[src/rtl/seq_divider_32by16.sv]
// Iterative restoring divider: 2*WIDTH-bit dividend / WIDTH-bit divisor,
// one quotient bit per clock, valid/ready handshake on both ends.
//
// Ports:
//   clk, rst                 rising-edge clock, sync active-high reset
//   in_valid / in_ready      operand handshake (dividend, divisor)
//   out_valid / out_ready    result handshake
//   quotient, remainder      WIDTH-bit unsigned results
//   div_zero, overflow       error flags (divisor 0 / quotient too wide)
module seq_divider_32by16 #(
  parameter int WIDTH = 16
) (
  input  logic               clk,
  input  logic               rst,
  input  logic               in_valid,
  output logic               in_ready,
  input  logic [2*WIDTH-1:0] dividend,
  input  logic [WIDTH-1:0]   divisor,
  output logic               out_valid,
  input  logic               out_ready,
  output logic [WIDTH-1:0]   quotient,
  output logic [WIDTH-1:0]   remainder,
  output logic               div_zero,
  output logic               overflow
);

  localparam int CW = (WIDTH > 1) ? $clog2(WIDTH) : 1;

  typedef enum logic [1:0] {
    S_IDLE,
    S_BUSY,
    S_DONE
  } state_t;

  state_t           r_state;
  state_t           w_next;
  logic [CW-1:0]    r_cnt;
  logic [WIDTH:0]   r_rem;
  logic [WIDTH-1:0] r_q;
  logic [WIDTH-1:0] r_dvs;
  logic [WIDTH-1:0] r_quot;
  logic [WIDTH-1:0] r_remo;
  logic             r_dz;
  logic             r_ov;

  logic             w_accept;
  logic [WIDTH-1:0] w_hi;
  logic [WIDTH-1:0] w_lo;
  logic             w_dz;
  logic             w_ov;
  logic             w_last;
  logic [WIDTH:0]   w_shift;
  logic [WIDTH:0]   w_trial;
  logic             w_ge;
  logic [WIDTH:0]   w_rem_nx;
  logic [WIDTH-1:0] w_q_nx;

  assign w_accept = in_valid & in_ready;
  assign w_hi     = dividend[2*WIDTH-1:WIDTH];
  assign w_lo     = dividend[WIDTH-1:0];
  assign w_dz     = (divisor == '0);
  // Upper half >= divisor means the quotient needs more than WIDTH bits.
  assign w_ov     = (w_hi >= divisor);
  assign w_last   = (r_cnt == CW'(WIDTH - 1));

  // r_rem[WIDTH] is always 0 here, so dropping it in the shift is lossless.
  assign w_shift  = {r_rem[WIDTH-1:0], r_q[WIDTH-1]};
  assign w_trial  = w_shift - {1'b0, r_dvs};
  assign w_ge     = ~w_trial[WIDTH];
  assign w_rem_nx = w_ge ? w_trial : w_shift;
  assign w_q_nx   = {r_q[WIDTH-2:0], w_ge};

  // State register
  always_ff @(posedge clk) begin
    if (rst) r_state <= S_IDLE;
    else     r_state <= w_next;
  end

  // Next-state logic
  always_comb begin
    w_next = r_state;
    unique case (r_state)
      S_IDLE: begin
        if (w_accept)
          w_next = (w_dz || w_ov) ? S_DONE : S_BUSY;
      end
      S_BUSY: begin
        if (w_last) w_next = S_DONE;
      end
      S_DONE: begin
        if (out_ready) w_next = S_IDLE;
      end
      default: w_next = S_IDLE;
    endcase
  end

  // Output decode; in_ready is also held low while reset is asserted.
  always_comb begin
    in_ready  = (r_state == S_IDLE) && !rst;
    out_valid = (r_state == S_DONE);
  end

  assign quotient  = r_quot;
  assign remainder = r_remo;
  assign div_zero  = r_dz;
  assign overflow  = r_ov;

  // Iteration datapath and result registers
  always_ff @(posedge clk) begin
    if (rst) begin
      r_cnt  <= '0;
      r_rem  <= '0;
      r_q    <= '0;
      r_dvs  <= '0;
      r_quot <= '0;
      r_remo <= '0;
      r_dz   <= 1'b0;
      r_ov   <= 1'b0;
    end else if (w_accept) begin
      r_cnt <= '0;
      r_rem <= {1'b0, w_hi};
      r_q   <= w_lo;
      r_dvs <= divisor;
      if (w_dz) begin
        r_quot <= '1;
        r_remo <= w_lo;
        r_dz   <= 1'b1;
        r_ov   <= 1'b0;
      end else if (w_ov) begin
        r_quot <= '1;
        r_remo <= '0;
        r_dz   <= 1'b0;
        r_ov   <= 1'b1;
      end
    end else if (r_state == S_BUSY) begin
      r_cnt <= r_cnt + CW'(1);
      r_rem <= w_rem_nx;
      r_q   <= w_q_nx;
      if (w_last) begin
        r_quot <= w_q_nx;
        r_remo <= w_rem_nx[WIDTH-1:0];
        r_dz   <= 1'b0;
        r_ov   <= 1'b0;
      end
    end
  end

endmodule

[config.mk]
export PLATFORM = sky130hd
export DESIGN_NAME = seq_divider_32by16
export DESIGN_NICKNAME = d
export VERILOG_FILES = /design/src/rtl/seq_divider_32by16.sv
export SDC_FILE = /design/constraint.sdc
export NUM_CORES = 1
export LEC_CHECK = 0
export ABC_CLOCK_PERIOD_IN_PS = 4800
export CAP_MARGIN = 10
export CELL_PAD_IN_SITES_DETAIL_PLACEMENT = 1
export CELL_PAD_IN_SITES_GLOBAL_PLACEMENT = 2
export CORE_UTILIZATION = 31
export DETAILED_ROUTE_END_ITERATION = 10
export PLACE_DENSITY = 0.8
export REMOVE_ABC_BUFFERS = 1
export SLEW_MARGIN = 20
export SYNTH_ARGS = -nofsm -noshare
export SYNTH_HDL_FRONTEND = slang
export SYNTH_SLANG_ARGS = --single-unit
[constraint.sdc]
create_clock -name clk -period 4.8 [get_ports clk]
set_input_delay 0.96 -clock clk [delete_from_list [all_inputs] [get_ports clk]]
set_output_delay 0.96 -clock clk [all_outputs]
set_load 0.01 [all_outputs]
==> impl_metrics.env <==
export IMPL_worst_slew_pin_slew_ps=1020
export IMPL_die_x_um=129
export IMPL_hold_viol_final=0
export IMPL_cts_buffer_depth=2
export IMPL_cts_buffers=9
export IMPL_antenna_left=0
export IMPL_worstPathMaxFanout=19
export IMPL_hp_class="reg -> reg"
export IMPL_clk_insertion_delay_late_ps=350
export IMPL_crit_buf_inv=2
export IMPL_drv_cap=0
export IMPL_synth_edff_count=0
export IMPL_drtIter0Drc=258
export IMPL_slew_violations=0
export IMPL_async_flop_share_pct=0
export IMPL_gr_usage_met2_pct=34.8
export IMPL_rr_startpoint="r_q[15]$_SDFFE_PP0P_"
export IMPL_cts_sinks=88
export IMPL_yosys_top_cells_area="dfxtp_1, ha_1, nor3_1, nand2_1, a311oi_1"
export IMPL_status="complete, no violations"
export IMPL_ys_ff_latch=88
export IMPL_final_nets=759
export IMPL_startpoint="r_q[15]$_SDFFE_PP0P_"
export IMPL_critPathMaxStageDelay_ps=730
export IMPL_cpLargestDelayFamily="compound AO/OA/AOI/OAI gates"
export IMPL_rsz0062_at_grt="no"
export IMPL_power_leakage_nw=2.34
export IMPL_grtUsageMet3_pct=3.33
export IMPL_fin_crit_ps=3850
export IMPL_cp_slowest_cell="a211o_1"
export IMPL_dp_hpwl_um=12400
export IMPL_fill_cells=1843
export IMPL_fin_skew_ps=8.20
export IMPL_swShare_pct=36.4
export IMPL_endpoint_kind="flop"
export IMPL_grt_use_total_pct=21.4
export IMPL_grt_use_met1_pct=28.9
export IMPL_netSwitchingPower_mw=0.924
export IMPL_hold_start="r_q[5]$_SDFFE_PP0P_"
export IMPL_grt_antenna_before_repair=0
export IMPL_setup_viol=0
export IMPL_first_pass_iters=4
export IMPL_cts_setup_buffers=0
export IMPL_cp_start_kind="flop"
export IMPL_internal_power_mw=1.61
export IMPL_die_h_um=129
export IMPL_fin_tns_setup_ps=0
export IMPL_coreArea_sq_mm=0.0154
export IMPL_hold_depth=2
export IMPL_cts_resized_gates=0
export IMPL_grt_pass1_wl_um=27000
export IMPL_grt_overflow_total=0
export IMPL_required_ps=4990
export IMPL_top_usage_layer="met2"
export IMPL_post_drt_wl_per_cell_um=19.1
export IMPL_crit_chain="inv_1, ha_1, inv_1, fa_1, a211oi_2, o211ai_2, a41oi_2, a31o_1, a211o_1, mux2_2, a22oi_1, a211oi_1"
export IMPL_yosysUniqueCellTypes=59
export IMPL_p_comb_share_pct=37.7
export IMPL_num_rows=45
export IMPL_max_clock_freq_ghz=0.260
export IMPL_synth_top_area_share_pct=35.4
export IMPL_finalCritPeriodShare_pct=80.1
export IMPL_via_per_inst=5.40
export IMPL_cp_arrival_ps=4030
export IMPL_yosysWarnings=0
export IMPL_route_detailed_drc=0
export IMPL_gp_congestion=0.827
export IMPL_crit_top_cell="inv_1"
export IMPL_seqPwrFrac_pct=33.5
export IMPL_power_density_mw_per_mm2=402
export IMPL_postSynthCellCount=608
export IMPL_wl_um=16900
export IMPL_area_growth_pct=26.8
export IMPL_ff2ff_path_depth=12
export IMPL_ys_seq_area_share_pct=35.4
export IMPL_cts_hold_buf=0
export IMPL_cts_htree_levels=3
export IMPL_portBuffers=87
export IMPL_max_vdd_ir_drop_v=0.000201
export IMPL_syn_area_sq_mm=0.00498
export IMPL_n_antenna_cell=0
export IMPL_grt_pass1_vias=4924
export IMPL_root_buffer="clkbuf_16"
export IMPL_cts_clk_slew_worst_paths_ps=70
export IMPL_synthFlopType="dfxtp_1"
export IMPL_initial_core_util_pct=32.3
export IMPL_cts_tree="built"
export IMPL_clockPowerShare_pct=28.9
export IMPL_die_area_sq_mm=0.0166
export IMPL_avgSynthCellArea_sq_um=8.19
export IMPL_grt_max_degree=91
export IMPL_yosys_area_top_type="dfxtp_1"
export IMPL_holdWs_ps=483
export IMPL_via_count=4798
export IMPL_path_class="reg -> reg"
export IMPL_drive_gt1_share_pct=7.52
export IMPL_boundaryPins=88
export IMPL_max_slew_margin_pct=32.1
export IMPL_path_depth=12
-- layer usage --
| metal | part of all wire, % | vias to the layer above |
|---|---|---|
| met5 | 0 | - |
| met4 | 1.2 | 0 |
| met3 | 5.1 | 14 |
| met2 | 47 | 113 |
| met1 | 47 | 2326 |
| li1 | - | 2345 |
-- worst paths after layout --
kind                                                  end  slack, ps
worst max-delay path            remainder[8]$_SDFFE_PP0P_        950
worst min-delay path                  r_q[5]$_SDFFE_PP0P_        480
worst max register to register  remainder[8]$_SDFFE_PP0P_        950
worst min register to register        r_q[5]$_SDFFE_PP0P_        480
-- logic make-up after synthesis --
family / Yosys count / synth area share (%)
AND/OR/NAND/NOR: 230 / 21.3
buffers and inverters: 78 / 6.28
multiplexers: 13 / 2.91
flip-flops: 88 / 35.4
adder cells (fa/ha/maj): 34 / 8.69
AO/OA/AOI/OAI: 152 / 23.2
XOR/XNOR: 13 / 2.29
-- placed cells by master, fill, tap and decap left out, drive strengths merged, types with 12 or more instances in the layout --
cell type	n
a211oi	18
a21oi	23
a22oi	12
a311oi	22
clkdlybuf4s50	86
dfxtp	88
ha	33
inv	38
nand2	77
nor2	37
nor3	72
o21ai	15
o31ai	16
-- power by group through the flow --
stage / logic [mW] / clock network, mW / registers [mW]
after floorplan: 0.632 / 0 / 0.853
after global placement: 0.925 / 0 / 0.861
after detailed placement: 0.951 / 0 / 0.864
after CTS: 0.959 / 0.752 / 0.849
after global routing: 1.05 / 0.779 / 0.856
final: 0.955 / 0.732 / 0.848
-- worst reg2reg max path: cells and delay by family (launching register included) --
family                   cells  cell delay, ps
flip-flops                   1             320
AO/OA/AOI/OAI                7            2090
buffers and inverters        2             180
multiplexers                 1             450
adder cells (fa/ha/maj)      2             640
-- registers in the layout (all words and copies together) (netlist names) --
name and count:
div_zero 1, overflow 1, quotient 16, r_cnt 4
r_dvs 16, r_q 16, r_rem 16, r_state 2
remainder 16
-- through the flow --
stage          power [mW]  setup slack, ps  instance area [sq um]  cells  util [%]
6_report             2.54              955                   6310    889      40.9
5_1_grt              2.68              769                   6310    889      40.9
4_1_cts              2.56              923                   6310    889      40.9
3_5_place_dp         1.82              828                   6010    873      39.0
3_3_place_gp         1.79              948                   6010    873      39.0
2_1_floorplan        1.48              670                   4800    566         -
-- cells in the mapped netlist (3+ instances only) --
| cell type | instances |
|---|---|
| a211oi_1 | 16 |
| a21o_1 | 7 |
| a21oi_1 | 23 |
| a22oi_1 | 11 |
| a311oi_1 | 21 |
| a31oi_1 | 3 |
| and2_1 | 4 |
| and3_1 | 3 |
| buf_1 | 3 |
| clkbuf_1 | 36 |
| dfxtp_1 | 88 |
| ha_1 | 33 |
| inv_1 | 36 |
| mux2_2 | 8 |
| mux2i_1 | 3 |
| nand2_1 | 77 |
| nand2b_1 | 7 |
| nand3_1 | 9 |
| nand3b_1 | 3 |
| nor2_1 | 37 |
| nor2b_1 | 6 |
| nor3_1 | 72 |
| nor4_1 | 6 |
| o2111ai_1 | 3 |
| o211ai_1 | 4 |
| o21a_1 | 6 |
| o21ai_0 | 14 |
| o22ai_1 | 4 |
| o31ai_1 | 16 |
| xnor2_1 | 7 |
| xor2_1 | 6 |
-- layout make-up --
type | instances | area, sq um | share of cell area (%)
clock inverters | 7 | 77.6 | 1.23
repair buffers | 96 | 933 | 14.8
well taps | 211 | 264 | 4.18
clock buffers | 9 | 225 | 3.57
multi-input cells | 442 | 2920 | 46.2
flip-flops and latches | 88 | 1760 | 27.9
inverters | 36 | 135 | 2.14
Power figures use the tool's default switching activity.
